File: src/rtl/pwm_ctrl_pkg.sv
// Shared types and constants for the PWM duty sequencer and its generator.
// Holds the sequencer state encoding and saturating duty step helper.
package pwm_ctrl_pkg;

   localparam int PWM_DUTY_MAX = 10;
   localparam int PWM_DUTY_RST = 5;
   localparam int PWM_DUTY_W   = 4;
   localparam int PWM_DIV_W    = 6;

   typedef enum logic [1:0] {
      IDLE    = 2'd0,
      PRESS   = 2'd1,
      RELEASE = 2'd2,
      DONE    = 2'd3
   } seq_state_t;

   // One duty step in the requested direction, never leaving 0..max.
   function automatic logic [PWM_DUTY_W-1:0] step_duty(
      input logic [PWM_DUTY_W-1:0] duty,
      input logic                  up,
      input logic [PWM_DUTY_W-1:0] max
   );
      logic [PWM_DUTY_W-1:0] result;
      result = duty;
      if (up) begin
         if (duty < max) result = duty + 1'b1;
      end else begin
         if (duty != '0) result = duty - 1'b1;
      end
      return result;
   endfunction

endpackage

File: src/rtl/pwm_seq_timer.sv
// Phase counter shared by the press and release phases of the sequencer.
// expire is high while the count sits on its last value (HOLD_CYCLES-1).
module pwm_seq_timer #(
   parameter int HOLD_CYCLES = 8
) (
   input  logic clk,
   input  logic rst,
   input  logic load,
   output logic expire
);

   localparam int CW = (HOLD_CYCLES > 2) ? $clog2(HOLD_CYCLES) : 1;
   localparam logic [CW-1:0] LAST = CW'(HOLD_CYCLES - 1);

   logic [CW-1:0] count_reg;

   always_ff @(posedge clk) begin
      if (rst) begin
         count_reg <= '0;
      end else if (load) begin
         count_reg <= '0;
      end else if (count_reg != LAST) begin
         count_reg <= count_reg + 1'b1;
      end
   end

   assign expire = (count_reg == LAST);

endmodule

File: src/rtl/pwm_duty_sequencer.sv
// Steps a 0..DUTY_MAX PWM generator to a commanded duty with timed inc/dec presses.
// Optional feature macro: PWM_SEQ_STRICT_RANGE_EN (reject out-of-range targets with err).
module pwm_duty_sequencer
   import pwm_ctrl_pkg::*;
#(
   parameter int                   DUTY_MAX    = PWM_DUTY_MAX,
   parameter int                   DUTY_RST    = PWM_DUTY_RST,
   parameter int                   HOLD_CYCLES = 8,
   parameter logic [PWM_DIV_W-1:0] DIV_RST     = 6'd1
) (
   input  logic                  clk,
   input  logic                  rst,
   input  logic                  cmd_valid,
   output logic                  cmd_ready,
   input  logic [PWM_DUTY_W-1:0] cmd_duty,
   input  logic [PWM_DIV_W-1:0]  cmd_div,
   output logic                  inc_out,
   output logic                  dec_out,
   output logic [PWM_DIV_W-1:0]  divisor,
   output logic [PWM_DUTY_W-1:0] duty_mirror,
   output logic                  busy,
   output logic                  done,
   output logic                  err
);

   localparam logic [PWM_DUTY_W-1:0] DUTY_MAX_L = PWM_DUTY_W'(DUTY_MAX);
   localparam logic [PWM_DUTY_W-1:0] DUTY_RST_L = PWM_DUTY_W'(DUTY_RST);

   seq_state_t state_reg, state_next;

   logic [PWM_DUTY_W-1:0] target_reg;
   logic [PWM_DUTY_W-1:0] mirror_reg;
   logic [PWM_DIV_W-1:0]  div_reg;
   logic                  dir_up_reg;
   logic                  inc_reg, dec_reg, done_reg;

   logic                  handshake;
   logic                  out_of_range;
   logic                  reject;
   logic [PWM_DUTY_W-1:0] cmd_target;
   logic                  dir_up_next;
   logic                  inc_next, dec_next, done_next;
   logic                  timer_load, timer_expire;

   assign handshake    = cmd_valid && (state_reg == IDLE);
   assign out_of_range = (cmd_duty > DUTY_MAX_L);
   assign cmd_target   = out_of_range ? DUTY_MAX_L : cmd_duty;

`ifdef PWM_SEQ_STRICT_RANGE_EN
   assign reject = handshake && out_of_range;
`else
   assign reject = 1'b0;
`endif

   // The timer idles at zero and restarts at every phase boundary.
   assign timer_load = (state_reg == IDLE) || timer_expire;

   pwm_seq_timer #(
      .HOLD_CYCLES (HOLD_CYCLES)
   ) u_timer (
      .clk    (clk),
      .rst    (rst),
      .load   (timer_load),
      .expire (timer_expire)
   );

   always_ff @(posedge clk) begin
      if (rst) begin
         state_reg <= IDLE;
      end else begin
         state_reg <= state_next;
      end
   end

   always_comb begin
      state_next = state_reg;
      case (state_reg)
         IDLE: begin
            if (handshake) begin
               if (reject || (cmd_target == mirror_reg)) state_next = DONE;
               else                                      state_next = PRESS;
            end
         end
         PRESS: begin
            if (timer_expire) state_next = RELEASE;
         end
         RELEASE: begin
            // mirror_reg was already stepped at the end of the press.
            if (timer_expire) begin
               if (mirror_reg == target_reg) state_next = DONE;
               else                          state_next = PRESS;
            end
         end
         DONE: begin
            state_next = IDLE;
         end
         default: begin
            state_next = IDLE;
         end
      endcase
   end

   always_comb begin
      dir_up_next = dir_up_reg;
      if (handshake) dir_up_next = (cmd_target > mirror_reg);
      inc_next  = (state_next == PRESS) &&  dir_up_next;
      dec_next  = (state_next == PRESS) && !dir_up_next;
      done_next = (state_next == DONE);
   end

   always_ff @(posedge clk) begin
      if (rst) begin
         target_reg <= DUTY_RST_L;
         mirror_reg <= DUTY_RST_L;
         div_reg    <= DIV_RST;
         dir_up_reg <= 1'b0;
         inc_reg    <= 1'b0;
         dec_reg    <= 1'b0;
         done_reg   <= 1'b0;
      end else begin
         inc_reg  <= inc_next;
         dec_reg  <= dec_next;
         done_reg <= done_next;
         if (handshake && !reject) begin
            target_reg <= cmd_target;
            div_reg    <= cmd_div;
            dir_up_reg <= dir_up_next;
         end
         if ((state_reg == PRESS) && timer_expire) begin
            mirror_reg <= step_duty(mirror_reg, dir_up_reg, DUTY_MAX_L);
         end
      end
   end

`ifdef PWM_SEQ_STRICT_RANGE_EN
   logic err_reg;

   always_ff @(posedge clk) begin
      if (rst) begin
         err_reg <= 1'b0;
      end else begin
         err_reg <= reject;
      end
   end

   assign err = err_reg;
`else
   assign err = 1'b0;
`endif

   assign cmd_ready   = (state_reg == IDLE);
   assign busy        = (state_reg != IDLE);
   assign inc_out     = inc_reg;
   assign dec_out     = dec_reg;
   assign done        = done_reg;
   assign divisor     = div_reg;
   assign duty_mirror = mirror_reg;

endmodule
File: config.mk
export PLATFORM = sky130hd
export DESIGN_NAME = pwm_duty_sequencer
export DESIGN_NICKNAME = d
export VERILOG_FILES = /design/src/rtl/pwm_ctrl_pkg.sv /design/src/rtl/pwm_seq_timer.sv /design/src/rtl/pwm_duty_sequencer.sv
export SDC_FILE = /design/constraint.sdc
export NUM_CORES = 1
export LEC_CHECK = 0
export CORE_MARGIN = 2
export CORE_UTILIZATION = 38
export DETAILED_ROUTE_END_ITERATION = 16
export PLACE_DENSITY_LB_ADDON = 0.12
export SKIP_LAST_GASP = 1
export SYNTH_ARGS = -nofsm -noshare
export SYNTH_HDL_FRONTEND = slang
export SYNTH_SLANG_ARGS = --single-unit
export TNS_END_PERCENT = 10
File: constraint.sdc
create_clock -name clk -period 2.1 [get_ports clk]
set_clock_uncertainty 0.2 [all_clocks]
set_input_delay 0.315 -clock clk [delete_from_list [all_inputs] [get_ports clk]]
set_output_delay 0.315 -clock clk [all_outputs]
set_load 0.005 [all_outputs]
== After elaboration in Yosys (flattened, before gate mapping) ==
Cells that the tools add are included.
Word-level totals
  output and inout port bits: 16
  register bits: 23
  word-level logic and storage cells: 48
Cells by class
  reductions and logical operators: 12
  $add $sub $neg: 3
  equal/unequal tests: 10
  mux-type cells: 11
  $lt $le $gt $ge: 3
Operator list (number)
  2-to-1 mux 4 bit: 4
  2-to-1 mux 2 bit: 5
  equality test 4 bit: 2
  case mux 2 bit (4 select lines): 1
  equality test 2 bit (second input constant): 3
  adder 4 x 1 -> 4 bit (second input constant): 1
  equality test 2 x 1 -> 1 bit (second input constant): 2
  greater-than comparator 4 bit: 1
  greater-than comparator 4 bit (second input constant): 1
  logical AND 1 bit: 4
  less-than comparator 4 bit (second input constant): 1
  nonzero test 2 bit: 2
  nonzero test 4 bit: 1
  subtractor 4 x 1 -> 4 bit (second input constant): 1
  adder 3 x 1 -> 3 bit (second input constant): 1
  equality test 3 bit (second input constant): 1
  inequality test 3 bit (second input constant): 1
  AND reduction 3 bit: 1
  zero test 2 bit: 1
  inequality test 2 x 1 -> 1 bit (second input constant): 1
  OR reduction 2 bit: 1
  zero test 1 bit: 1
  logical OR 1 bit: 1
  2-to-1 mux 1 bit: 1

== Depth between registers and ports, before layout ==
  depth after elaboration: 8
  gate-level depth with buffers: 7
  depth with buffers taken out: 7

== Cells and area by module ==
Synthesis repeated with hierarchy kept, for this count alone.
Second synthesis, totals
  cell total of the unflattened synthesis: 136
  area, all modules: 1203.7 µm²
By module, submodules not included
  pwm_duty_sequencer: cells each 124, times used 1, seq. area each 400.4 µm², area an instance 1062.3 µm²
  pwm_seq_timer: cells each 12, times used 1, seq. area each 60.1 µm², area an instance 141.4 µm²

== Worst setup path after synthesis ==
OpenSTA, ideal clock, no wires.
  path type: register to register
  from: reg mirror_reg[1], in the netlist duty_mirror[1]
  to: reg dec_reg, in the netlist dec_out
  setup time: 0.060 ns
  required time: 1.840 ns
  arrival: 1.619 ns
  cell stages (with the launch flop): 7
  path buffers: 0
  setup slack: 0.221 ns
  cells stage by stage: dfxtp_1 > inv_1 > ha_1 > and4b_1 > a211oi_1 > a2bb2oi_2 > and3_1
On the way
  word-level cells in the longest chain between the ends: 6
RTL lines
  start, declared: RTL line pwm_duty_sequencer.sv:32  | logic [PWM_DUTY_W-1:0] mirror_reg;
  start signal, assigned: RTL line pwm_duty_sequencer.sv:130  | mirror_reg <= step_duty(mirror_reg, dir_up_reg, DUTY_MAX_L);
  equality test 4 bit, on equally long branches: RTL line pwm_duty_sequencer.sv:90, pwm_duty_sequencer.sv:80
  2-to-1 mux 2 bit, on equally long branches: RTL line pwm_duty_sequencer.sv:90, pwm_duty_sequencer.sv:80
  2-to-1 mux 2 bit, on equally long branches: RTL line pwm_duty_sequencer.sv:89, pwm_duty_sequencer.sv:79
  case mux 2 bit (4 select lines): RTL line pwm_duty_sequencer.sv:77  | case (state_reg)
  equality test 2 x 1 -> 1 bit: RTL line pwm_duty_sequencer.sv:107  | dec_next = (state_next == PRESS) && !dir_up_next;
  logical AND 1 bit (*): RTL line pwm_duty_sequencer.sv:107
  end signal, assigned: RTL line pwm_duty_sequencer.sv:122  | dec_reg <= dec_next;
  end, declared: RTL line pwm_duty_sequencer.sv:35  | logic inc_reg, dec_reg, done_reg;
Every way passes the cells marked *; elsewhere a longest branch is shown, timed or not.
A chain may end at the register's enable or synchronous reset.

== Final worst setup path ==
  from: reg state_reg[1]
  to: out cmd_ready
On the way
  word-level cells in the longest chain between the ends: 1
RTL lines
  start, declared: RTL line pwm_duty_sequencer.sv:29  | seq_state_t state_reg, state_next;
  start signal, assigned: RTL line pwm_duty_sequencer.sv:71  | state_reg <= state_next;
  zero test 2 bit: RTL line pwm_duty_sequencer.sv:151  | assign cmd_ready = (state_reg == IDLE);
  end, declared: RTL line pwm_duty_sequencer.sv:14  | output logic cmd_ready,
No other way between the ends.

==> impl_metrics.toml <==
[critical_path]
critical_path.cell_chain = "nor2_1 -> clkdlybuf4s50_1"
r2r.worst_path.cells = 6
critPathSlowestCell = "sky130_fd_sc_hd__clkdlybuf4s50_1"
worstSetupStartpointType = "flip-flop"
timing.critical_path.to_type = "output port"
cp_max_fo = 7
critPathMaxStageDelay_ps = 540
launching_point_of_the_worst_reg2reg_path = "duty_mirror[2]$_SDFFE_PP1P_"
req_time_crit_path_ps = 1580
timing_worst_setup_path_type = "flip-flop to output port"
rrSetupSlack_ps = 210
data_arrival_critical_path_ps = 1480
crit-reg2reg-capture = "duty_mirror[3]$_SDFFE_PP0P_"
timing.critical_path.from = "state_reg[1]$_SDFF_PP0_"
endpoint = "cmd_ready"

[timing]
finalCriticalPeriod_ps = 1996
worst_hold_slack_ps = 258.7
fin_ws_ps = 103.9
timing.fmax_mhz = 501.0
totalNegativeSetupSlack_ps = 0
final_min_period_over_clock_period_pct = 95.05
setup-violations-final = 0
rsz0062_at_grt = "false"
final-max-slew-violation-count = 0
timing_hold_violations_final = 0

[synth]
yosysWarningCount = 0
postSynthCellCount = 132
syn-mean-instance-area_um2 = 8.901
synth_enable_flop_cells = 0
fraction_of_synthesized_cell_area_taken_by_the_top_area_cell_type_pct = 39.19
synth.yosys.seq_area_share_pct = 39.19
synthDominantAreaCellType = "sky130_fd_sc_hd__dfxtp_1"
synth_async_sr_flop_share_pct = 0
synth_ff_type = "sky130_fd_sc_hd__dfxtp_1"
synthDistinctLibCells = 39
cell_area_after_technology_mapping_um2 = 1175
synth.area.top_cells = "sky130_fd_sc_hd__dfxtp_1, sky130_fd_sc_hd__ha_1, sky130_fd_sc_hd__nand2_1"
synth_nets = 154
number_of_flip_flops_and_latches_in_the_synthesized_netlist = 23

[routing]
detail_route.vias_per_cell = 5.123
route.detailed.wl_per_inst_um = 13.23
drtAntennaViolNets = 0
detailroute.via_count = 1045
drt_first_pass_iters = 4
drt-total-wl_um = 2699
dr.first_iter.drc_count = 27
drt_drc_violations_left = 0

[finish]
antenna_cells = 0
largest_reg_flops = 6
layout.nets = 194
layout.cell_area.non_filler_um2 = 1589
syn_to_final_growth_pct = 35.25
final_common_cell = "sky130_fd_sc_hd__clkdlybuf4s50_1"
most_frequent_cells_in_the_layout = "sky130_fd_sc_hd__clkdlybuf4s50_1, sky130_fd_sc_hd__nand2_1, sky130_fd_sc_hd__dfxtp_1"
layout-drive-gt1-share_pct = 14.62

[clock_tree]
clk-insertion-delay-late_ps = 310
cts_buffers = 3
clock-root-buffer = "sky130_fd_sc_hd__clkbuf_4"
cts.htree.levels = 1
cts.clk_slew.worst_paths_ps = 140
ctsLongestPathBuffers = 2
tritoncts = "done"
clkSinkCount = 23
cts_hold_buf = 0

[die]
io-pin-count = 29
core_um2 = 3003
die-width_um = 59.61
die_footprint_um2 = 3553
rows = 20
chipHeight_um = 59.61
initial_util_pct = 39.13

[power_and_ir_drop]
power_per_cell_area_nw_per_um2 = 532.7
ir_worst_vdd_v = 0.0002479
p_total_mw = 0.8464
p_leak_nw = 0.7185

[place]
detailedPlacementHpwl_um = 2074
placement.io_buffers = 27
post-place-ws_ps = -305.0
place_area_um2 = 1554
place_congestion = 0.7707

[global_route]
antenna_found_initial = 0
maximum_number_of_pins_on_one_net_before_global_route_repair = 16
grt_first_pass_wirelength_um = 4595
vias_in_the_first_global_route = 1044
global_route_congestion_overflow_total = 0
globalRouteTotalUtil_pct = 17.22

[run]
cap_violations = 0

[worst_hold_path]
hold_path.class = "flip-flop to flip-flop"

[status]
outcome = "complete, no violations"
==> worst min-delay path by stage <==
| stage | startpoint | end | slack (ps) | depth (start not counted) |
|---|---|---|---|---|
| after floorplan | rst | u_timer.count_reg[0]$_SDFFE_PP0N_ | 190 | 1 |
| after global placement | u_timer.count_reg[0]$_SDFFE_PP0N_ | u_timer.count_reg[0]$_SDFFE_PP0N_ | 220 | 1 |
| after detailed placement | u_timer.count_reg[0]$_SDFFE_PP0N_ | u_timer.count_reg[0]$_SDFFE_PP0N_ | 240 | 1 |
| after CTS | u_timer.count_reg[0]$_SDFFE_PP0N_ | u_timer.count_reg[0]$_SDFFE_PP0N_ | 260 | 1 |
| after global routing | u_timer.count_reg[0]$_SDFFE_PP0N_ | u_timer.count_reg[0]$_SDFFE_PP0N_ | 290 | 1 |
| final | u_timer.count_reg[0]$_SDFFE_PP0N_ | u_timer.count_reg[0]$_SDFFE_PP0N_ | 260 | 1 |
==> Yosys cell counts, types with 2 or more instances <==
| master | n |
|---|---|
| sky130_fd_sc_hd__a2111oi_0 | 2 |
| sky130_fd_sc_hd__a21o_1 | 2 |
| sky130_fd_sc_hd__a21oi_1 | 8 |
| sky130_fd_sc_hd__and2_1 | 2 |
| sky130_fd_sc_hd__and3_1 | 2 |
| sky130_fd_sc_hd__and4b_1 | 2 |
| sky130_fd_sc_hd__clkbuf_1 | 3 |
| sky130_fd_sc_hd__dfxtp_1 | 23 |
| sky130_fd_sc_hd__ha_1 | 8 |
| sky130_fd_sc_hd__inv_1 | 8 |
| sky130_fd_sc_hd__nand2_1 | 25 |
| sky130_fd_sc_hd__nand3_1 | 3 |
| sky130_fd_sc_hd__nor2_1 | 8 |
| sky130_fd_sc_hd__nor3_1 | 3 |
| sky130_fd_sc_hd__nor3b_2 | 2 |
| sky130_fd_sc_hd__nor4_1 | 2 |
| sky130_fd_sc_hd__o211ai_1 | 2 |
| sky130_fd_sc_hd__o21ai_0 | 2 |
| sky130_fd_sc_hd__xnor2_1 | 5 |
==> critical path: cells and delay by family, from the launching register on <==
kind	cells	cell delay, ps
buf+inv	1	540
flops	1	390
simple gates	1	230
==> per-layer routing <==
layer,share of wire [%],vias up,GRT usage [%],wire [um]
met5,0,-,0,0
met4,0.48,0,4.762,13
met3,4.6,2,2.620,123
met2,49,24,29.67,1315
met1,46,479,22.28,1247
li1,-,540,-,-
==> through the flow <==
step / std cells / util (%)
finish: 204 / 52.92
detailed placement: 200 / 51.75
global route: 204 / 52.92
global placement: 200 / 51.75
CTS: 204 / 52.67
floorplan: 132 / -
==> layout make-up <==
class	instances	area [um2]
clock buffers	3	22.52
clock inverters	1	5.005
fillers	282	1414
inverters	8	30.03
multi-input cells	96	661.9
flip-flops and latches	23	460.4
well taps	33	41.29
repair buffers	40	367.9
==> power by group <==
group / internal (mW) / total (mW) / leakage [nW] / switching (mW)
registers: 0.458 / 0.472 / 0.188 / 0.0136
clock network: 0.0711 / 0.208 / 0.0177 / 0.137
logic: 0.0938 / 0.166 / 0.513 / 0.0726
total: 0.623 / 0.846 / 0.719 / 0.223
==> cell families after synthesis <==
group | after synthesis | share of synthesized area, %
compound gates | 24 | 15.87
xor+xnor | 6 | 4.473
fa+ha+maj | 9 | 10.22
buf+inv | 13 | 5.112
flops | 23 | 39.19
mux | 1 | 0.8520
other cells | 1 | 0.3192
simple gates | 55 | 23.96
==> timing repair <==
item / 4_1_cts / 5_1_grt
setup endpoints to repair: 0 / 3
resized for setup: 0 / 2
buffers inserted: 0 / 0
Power figures use the tool's default switching activity.
